==> src/rtl/comparador_serial_der_izq_if.sv <==
// Handshake/data bundle for the bit-serial comparator: operands and start in,
// status, result and per-bit debug out. fsm_state and cell_p expose internals.
interface comparador_serial_der_izq_if #(
    parameter int N = 8
);
    localparam int IW = (N > 1) ? $clog2(N) : 1;

    // start is a request sampled only while idle; there is no ready, busy=1
    // means any start is dropped, and done is a single-cycle result strobe.
    logic          start;
    logic [N-1:0]  A;
    logic [N-1:0]  B;
    logic          busy;
    logic          done;
    logic          a_le_b;
    logic          ai_ser;
    logic          bi_ser;
    logic [IW-1:0] bit_idx;
    logic [1:0]    fsm_state;
    logic          cell_p;

    modport master (
        output start, A, B,
        input  busy, done, a_le_b, ai_ser, bi_ser, bit_idx, fsm_state, cell_p
    );

    modport slave (
        input  start, A, B,
        output busy, done, a_le_b, ai_ser, bi_ser, bit_idx, fsm_state, cell_p
    );
endinterface

==> src/rtl/comparador_serial_der_izq.sv <==
// Bit-serial A <= B comparator: one right-to-left comparison cell evaluated
// N times over LSB-first shifted operands, with its state held in a register.
module comparador_serial_der_izq #(
    parameter int N = 8
) (
    input  logic                          clk,
    input  logic                          reset,
    comparador_serial_der_izq_if.slave    bus
);
    localparam int IW = (N > 1) ? $clog2(N) : 1;
    localparam logic [IW-1:0] LAST_IDX = IW'(N - 1);

    typedef enum logic [1:0] {
        IDLE  = 2'd0,
        SHIFT = 2'd1,
        DONE  = 2'd2
    } state_t;

    state_t        state;
    state_t        state_nxt;
    logic [N-1:0]  sa;
    logic [N-1:0]  sb;
    logic          p;
    logic          p_next;
    logic          a_le_b_q;
    logic [IW-1:0] bit_idx_q;

    // Cell: in state a (p=1) stay while ai <= bi; in state b only a strictly
    // smaller A bit brings it back. Higher bits overwrite lower history.
    always_comb begin
        p_next    = p ? (sa[0] <= sb[0]) : (sa[0] < sb[0]);
        state_nxt = state;
        case (state)
            IDLE:    if (bus.start) state_nxt = SHIFT;
            SHIFT:   if (bit_idx_q == LAST_IDX) state_nxt = DONE;
            DONE:    state_nxt = IDLE;
            default: state_nxt = IDLE;
        endcase
    end

    always_ff @(posedge clk) begin
        if (reset) begin
            state     <= IDLE;
            sa        <= '0;
            sb        <= '0;
            p         <= 1'b1;
            a_le_b_q  <= 1'b0;
            bit_idx_q <= '0;
        end else begin
            state <= state_nxt;
            case (state)
                IDLE: begin
                    if (bus.start) begin
                        sa        <= bus.A;
                        sb        <= bus.B;
                        p         <= 1'b1;
                        bit_idx_q <= '0;
                    end
                end
                SHIFT: begin
                    p  <= p_next;
                    sa <= sa >> 1;
                    sb <= sb >> 1;
                    // Index saturates on the last bit so N=1 keeps it at 0.
                    if (bit_idx_q == LAST_IDX) begin
                        a_le_b_q <= p_next;
                    end else begin
                        bit_idx_q <= bit_idx_q + 1'b1;
                    end
                end
                DONE: bit_idx_q <= '0;
                default: bit_idx_q <= '0;
            endcase
        end
    end

    assign bus.busy      = (state != IDLE);
    assign bus.done      = (state == DONE);
    assign bus.a_le_b    = a_le_b_q;
    assign bus.ai_ser    = (state == SHIFT) ? sa[0] : 1'b0;
    assign bus.bi_ser    = (state == SHIFT) ? sb[0] : 1'b0;
    assign bus.bit_idx   = bit_idx_q;
    assign bus.fsm_state = state;
    assign bus.cell_p    = p;
endmodule

==> src/flat_wrapper.sv <==
// flat-port wrapper written by rule: the top's interface ports become plain ports
module comparador_serial_der_izq_flat 
#(
    parameter int N = 8
)
  (clk, reset, bus_start, bus_A, bus_B, bus_busy, bus_done, bus_a_le_b, bus_ai_ser, bus_bi_ser, bus_bit_idx, bus_fsm_state, bus_cell_p);
  comparador_serial_der_izq_if #(.N(N)) bus_i ();
  input  logic clk;
  input  logic reset;
  input wire logic [$bits(bus_i.start)-1:0] bus_start;
  input wire logic [$bits(bus_i.A)-1:0] bus_A;
  input wire logic [$bits(bus_i.B)-1:0] bus_B;
  output wire logic [$bits(bus_i.busy)-1:0] bus_busy;
  output wire logic [$bits(bus_i.done)-1:0] bus_done;
  output wire logic [$bits(bus_i.a_le_b)-1:0] bus_a_le_b;
  output wire logic [$bits(bus_i.ai_ser)-1:0] bus_ai_ser;
  output wire logic [$bits(bus_i.bi_ser)-1:0] bus_bi_ser;
  output wire logic [$bits(bus_i.bit_idx)-1:0] bus_bit_idx;
  output wire logic [$bits(bus_i.fsm_state)-1:0] bus_fsm_state;
  output wire logic [$bits(bus_i.cell_p)-1:0] bus_cell_p;
  assign bus_i.start = bus_start;
  assign bus_i.A = bus_A;
  assign bus_i.B = bus_B;
  assign bus_busy = bus_i.busy;
  assign bus_done = bus_i.done;
  assign bus_a_le_b = bus_i.a_le_b;
  assign bus_ai_ser = bus_i.ai_ser;
  assign bus_bi_ser = bus_i.bi_ser;
  assign bus_bit_idx = bus_i.bit_idx;
  assign bus_fsm_state = bus_i.fsm_state;
  assign bus_cell_p = bus_i.cell_p;
  comparador_serial_der_izq #(.N(N)) u_core (.clk(clk), .reset(reset), .bus(bus_i));
endmodule
==> config.mk <==
export PLATFORM = sky130hd
export DESIGN_NAME = comparador_serial_der_izq_flat
export DESIGN_NICKNAME = d
export VERILOG_FILES = /design/src/rtl/comparador_serial_der_izq_if.sv /design/src/rtl/comparador_serial_der_izq.sv /design/src/flat_wrapper.sv
export SDC_FILE = /design/constraint.sdc
export NUM_CORES = 1
export LEC_CHECK = 0
export CAP_MARGIN = 10
export CORE_UTILIZATION = 40
export CTS_BUF_LIST = sky130_fd_sc_hd__clkbuf_16
export DETAILED_ROUTE_END_ITERATION = 8
export GPL_TIMING_DRIVEN = 0
export PLACE_DENSITY = 0.68
export SKIP_LAST_GASP = 1
export SYNTH_ARGS = -nofsm -noshare
export SYNTH_HDL_FRONTEND = slang
export SYNTH_SLANG_ARGS = --single-unit
==> constraint.sdc <==
create_clock -name clk -period 3.5 [get_ports clk]
set_input_delay 0.7 -clock clk [delete_from_list [all_inputs] [get_ports clk]]
set_output_delay 0.7 -clock clk [all_outputs]
set_load 0.05 [all_outputs]
Word-level counts from Yosys, hierarchy flattened
Cells that the tools add are included.
- register bits after elaboration: 23
- bits in latches: 0
- memory bits (writable): 0
- memory bits (read-only): 0
- input bits: 19
- output and inout port bits: 11
- logic and storage cells: 37
- memories: 0
- add/sub/neg operators: 1
- multiply operators: 0
- divide/modulo/power cells: 0
- order comparisons: 2
- eq/ne operators: 6
- shift operators: 0
- muxes and demuxes: 15
- bitwise operators: 0
- reductions and logical operators: 7
- operators with widths (cell ; count):
    8-bit case mux with 2 select lines ; 2
    8-bit 2-to-1 mux ; 2
    2-bit AND reduction ; 4
    3-bit 2-to-1 mux ; 2
    3-bit case mux with 2 select lines ; 1
    1-bit 2-to-1 mux ; 4
    2-bit 2-to-1 mux ; 2
    2-bit inequality test (second input constant) ; 2
    2-bit case mux with 2 select lines ; 1
    2-bit nonzero test ; 2
    3-bit by 1-bit adder with 3-bit output (second input constant) ; 1
    3-bit == test (second input constant) ; 1
    2-bit by 1-bit == test with 1-bit output (second input constant) ; 1
    2-bit == test (second input constant) ; 1
    2-bit zero test ; 1
    2-bit by 1-bit inequality test with 1-bit output (second input constant) ; 1
    1-bit case mux with 2 select lines ; 1
    1-bit <= comparator ; 1
    1-bit less-than comparator ; 1

Longest topological paths before layout
- depth in word-level cells: 3
- mapped depth: 5

Least setup slack after synthesis
Ideal clock, no wire load.
- kind: flip-flop to output port
- start: register u_core.state[1], in the netlist u_core.bus.fsm_state[1]
- end: output bus_done
- data arrival time: 1834 ps
- path slack: 966 ps
- cell stages (with the launch flop): 5
- buffers on the path: 2
- path through: dfxtp_1 > buf_6 > clkinv_1 > buf_2 > nor2_1
- longest elaborated chain between the ends: 1
- RTL lines (what ; RTL line ; text):
    start, declared ; comparador_serial_der_izq.sv:19 ; state_t state;
    start signal, assigned ; comparador_serial_der_izq.sv:50 ; state <= state_nxt;
    2-bit == test ; comparador_serial_der_izq.sv:78 ; assign bus.done = (state == DONE);
    end, declared ; flat_wrapper.sv:14 ; output wire logic [$bits(bus_i.done)-1:0] bus_done;
No other way between the ends.

Worst setup path after layout
Ends and elaborated chain as after synthesis.

==> run_summary.xml <==
<?xml version="1.0" encoding="UTF-8"?>
<metrics>
  <group name="route">
    <metric name="drt_first_iter_violations" unit="">7</metric>
    <metric name="wirelength_per_cell" unit="um">13.6</metric>
    <metric name="wirelength" unit="mm">2.59</metric>
    <metric name="drc" unit="">0</metric>
    <metric name="via_count" unit="">1057</metric>
    <metric name="drtAntennaViolNets" unit="">0</metric>
    <metric name="firstDrtPassIters" unit="">4</metric>
    <metric name="vias_per_cell" unit="">5.56</metric>
  </group>
  <group name="synthesis">
    <metric name="ys_seq_area_share" unit="%">42.2</metric>
    <metric name="synth.avg_cell_area" unit="um^2">8.52</metric>
    <metric name="synth_fp_nets" unit="">149</metric>
    <metric name="post-synth-top-area-fraction" unit="%">42.2</metric>
    <metric name="synth_enable_flop_cells" unit="">0</metric>
    <metric name="ys_ff_latch" unit="">23</metric>
    <metric name="count_of_mapped_cells_out_of_synthesis" unit="">128</metric>
    <metric name="yosysWarningCount" unit="">0</metric>
    <metric name="syn-cell-area" unit="mm^2">0.00109</metric>
    <metric name="post_synth_main_area_contributors" unit="">sky130_fd_sc_hd__dfxtp_1, sky130_fd_sc_hd__a21oi_1, sky130_fd_sc_hd__o2bb2ai_1</metric>
    <metric name="synth-main-ff-cell" unit="">sky130_fd_sc_hd__dfxtp_1</metric>
    <metric name="synth_top_area_cell" unit="">sky130_fd_sc_hd__dfxtp_1</metric>
    <metric name="synth_async_sr_flop_share" unit="%">0</metric>
    <metric name="synth.distinct_cells" unit="">25</metric>
  </group>
  <group name="run_status">
    <metric name="run_status" unit="">finished, final reports clean</metric>
  </group>
  <group name="timing">
    <metric name="slew_headroom" unit="%">66.2</metric>
    <metric name="fin_crit" unit="ps">2890</metric>
    <metric name="totalNegativeSetupSlack" unit="ps">0</metric>
    <metric name="drv_slew" unit="">0</metric>
    <metric name="report.final.hold_viol_count" unit="">0</metric>
    <metric name="setup_viol" unit="">0</metric>
    <metric name="grt_setup_unrepaired" unit="">false</metric>
    <metric name="finalCritPeriodShare" unit="%">82.6</metric>
    <metric name="hold-worst-slack" unit="ps">500</metric>
    <metric name="clock.fmax" unit="MHz">346</metric>
    <metric name="worst_clock_skew" unit="ps">0.991</metric>
    <metric name="tightestPinTransition" unit="ps">505</metric>
  </group>
  <group name="die">
    <metric name="io-pin-count" unit="">30</metric>
    <metric name="fp.dieArea" unit="mm^2">0.00294</metric>
    <metric name="design.core.area" unit="mm^2">0.00252</metric>
    <metric name="start_util" unit="%">43.3</metric>
    <metric name="fp-row-count" unit="">18</metric>
    <metric name="die_width" unit="um">54.2</metric>
    <metric name="chipHeight" unit="um">54.2</metric>
  </group>
  <group name="finish">
    <metric name="area.sequential" unit="um^2">460</metric>
    <metric name="area.growth.synth_to_final" unit="%">36.4</metric>
    <metric name="stdcell_count" unit="">190</metric>
    <metric name="post_route_cells_drive_above_1_share" unit="%">9.38</metric>
    <metric name="layout_common_cells" unit="">sky130_fd_sc_hd__clkdlybuf4s50_1, sky130_fd_sc_hd__dfxtp_1, sky130_fd_sc_hd__a21oi_1</metric>
    <metric name="multi_input_area" unit="um^2">562</metric>
    <metric name="finish.net_count" unit="">182</metric>
    <metric name="insertedDiodeCount" unit="">0</metric>
    <metric name="leading_cell_type_in_the_layout_fill_and_taps_excluded" unit="">sky130_fd_sc_hd__clkdlybuf4s50_1</metric>
    <metric name="fillCellCount" unit="">240</metric>
  </group>
  <group name="pwr">
    <metric name="ir_drop" unit="V">0.000394</metric>
    <metric name="netSwitchingPower" unit="uW">159</metric>
    <metric name="pwr-share-seq" unit="%">45.4</metric>
    <metric name="switching_share" unit="%">24.6</metric>
    <metric name="internal_power" unit="uW">486</metric>
    <metric name="power_density" unit="mW/mm^2">433</metric>
    <metric name="clockPowerShare" unit="%">37.4</metric>
    <metric name="p_leak" unit="nW">0.578</metric>
    <metric name="p_comb_share" unit="%">17.2</metric>
  </group>
  <group name="clocking">
    <metric name="hold_buffers" unit="">0</metric>
    <metric name="tritoncts" unit="">built</metric>
    <metric name="clk_pin_slew" unit="ps">60</metric>
    <metric name="post_cts_resized" unit="">0</metric>
    <metric name="clk_path_buf_depth" unit="">2</metric>
    <metric name="cts_made_buffers" unit="">3</metric>
    <metric name="clock_latency_on_the_worst_skew_pair" unit="ps">250</metric>
    <metric name="cts_num_sinks" unit="">23</metric>
    <metric name="root_buffer" unit="">sky130_fd_sc_hd__clkbuf_16</metric>
    <metric name="cts.htree.levels" unit="">1</metric>
    <metric name="cts_post_setup_buffers_inserted" unit="">0</metric>
  </group>
  <group name="global_routing">
    <metric name="global_route_wire_length_before_repair" unit="mm">4.36</metric>
    <metric name="first_global_vias" unit="">997</metric>
    <metric name="grt_start_max_net_pins" unit="">13</metric>
    <metric name="gr-usage-all-layers" unit="%">21.2</metric>
    <metric name="grt_antenna_before_repair" unit="">0</metric>
    <metric name="gr-total-overflow" unit="">0</metric>
  </group>
  <group name="setup_path">
    <metric name="timing.critical_path.arrival" unit="ps">2190</metric>
    <metric name="crit_path_max_fanout" unit="">10</metric>
    <metric name="required" unit="ps">2800</metric>
    <metric name="end_kind" unit="">output port</metric>
    <metric name="setup.worst_path.start_class" unit="">register</metric>
    <metric name="type_of_the_worst_setup_path" unit="">reg -&gt; out</metric>
  </group>
  <group name="flow_run">
    <metric name="max_cap_violations" unit="">0</metric>
  </group>
  <group name="min_path">
    <metric name="timing.hold.worst.class" unit="">reg -&gt; reg</metric>
  </group>
  <group name="placement">
    <metric name="dp_hpwl" unit="mm">1.88</metric>
    <metric name="placed_cells_incl_taps" unit="">186</metric>
    <metric name="globalplace.congestion" unit="">0.763</metric>
    <metric name="buffer_ports.inserted" unit="">28</metric>
  </group>
</metrics>
==> state kept, by name (all words and copies together) (netlist names) <==
name / cells
u_core.bus.a_le_b: 1
u_core.bus.bit_idx: 3
u_core.bus.cell_p: 1
u_core.bus.fsm_state: 2
u_core.sa: 8
u_core.sb: 8
==> cell usage after synthesis (2+ instances only) <==
cell / n
sky130_fd_sc_hd__o21ai_0: 15
sky130_fd_sc_hd__nand2_1: 6
sky130_fd_sc_hd__o2bb2ai_1: 10
sky130_fd_sc_hd__dfxtp_1: 23
sky130_fd_sc_hd__inv_1: 2
sky130_fd_sc_hd__and3_1: 3
sky130_fd_sc_hd__ha_1: 2
sky130_fd_sc_hd__o22ai_1: 7
sky130_fd_sc_hd__mux2_2: 2
sky130_fd_sc_hd__buf_2: 7
sky130_fd_sc_hd__nor3b_1: 3
sky130_fd_sc_hd__nor2b_1: 3
sky130_fd_sc_hd__nor3_1: 4
sky130_fd_sc_hd__buf_6: 2
sky130_fd_sc_hd__a21oi_1: 19
sky130_fd_sc_hd__nor2_1: 11
==> layout make-up <==
cell class,instances,share of cell area (%)
flip-flops and latches,23,31.0
inverters,3,0.757
multi-input cells,93,37.8
repair buffers,28,18.8
plain buffers,9,3.87
well taps,30,2.52
clock buffers,3,5.05
clock inverters,1,0.252
==> power groups by stage <==
stage          Sequential (mW)  Combinational [mW]  Clock, mW
3_5_place_dp             0.298               0.110          0
5_1_grt                  0.294               0.122      0.260
3_3_place_gp             0.297               0.108          0
6_report                 0.293               0.111      0.241
4_1_cts                  0.292               0.111      0.246
2_1_floorplan            0.303              0.0611          0
==> worst max-delay path, stage by stage, from the launching register on <==
cell	delay, ps
sky130_fd_sc_hd__dfxtp_1	340
sky130_fd_sc_hd__buf_6	140
sky130_fd_sc_hd__clkinv_1	260
sky130_fd_sc_hd__buf_2	290
sky130_fd_sc_hd__nor2_1	110
sky130_fd_sc_hd__clkdlybuf4s50_1	800
==> cells by family after synthesis <==
logic type | after synthesis | share of synthesized area, %
DFF | 23 | 42.2
AOI/OAI and AO/OA | 55 | 31.2
xor gates and xnor gates | 1 | 0.803
and+or+nand+nor | 33 | 15.1
muxes | 2 | 2.06
buffers and inverters | 12 | 6.31
adders and majority gates | 2 | 2.29
==> routing by layer <==
metal	part of all wire (%)	GRT usage, %	vias up
met5	0	0	-
met3	3.9	5.83	4
li1	-	-	532
met4	1.7	7.69	0
met2	48	37.4	22
met1	46	24.0	499
==> final timing paths <==
path	from	cells past startpoint	to	slack, ps
worst min-delay path	u_core.sb[7]	2	u_core.sb[7]	500
worst min register to register	u_core.sb[7]	2	u_core.sb[7]	500
worst max register to register	u_core.bus.bit_idx[0]	5	u_core.bus.bit_idx[1]	2020
worst max-delay path	u_core.bus.fsm_state[1]	5	bus_done	610
==> stage by stage <==
| stage | utilization [%] | setup slack (ps) | power (mW) | cell area (um^2) |
|---|---|---|---|---|
| 2_1_floorplan | - | 966 | 0.364 | 1090 |
| 3_3_place_gp | 55.9 | 937 | 0.405 | 1410 |
| 3_5_place_dp | 55.9 | 922 | 0.408 | 1410 |
| 4_1_cts | 59.0 | 640 | 0.649 | 1490 |
| 5_1_grt | 59.0 | 513 | 0.677 | 1490 |
| 6_report | 59.0 | 608 | 0.644 | 1490 |
Power figures use the tool's default switching activity.
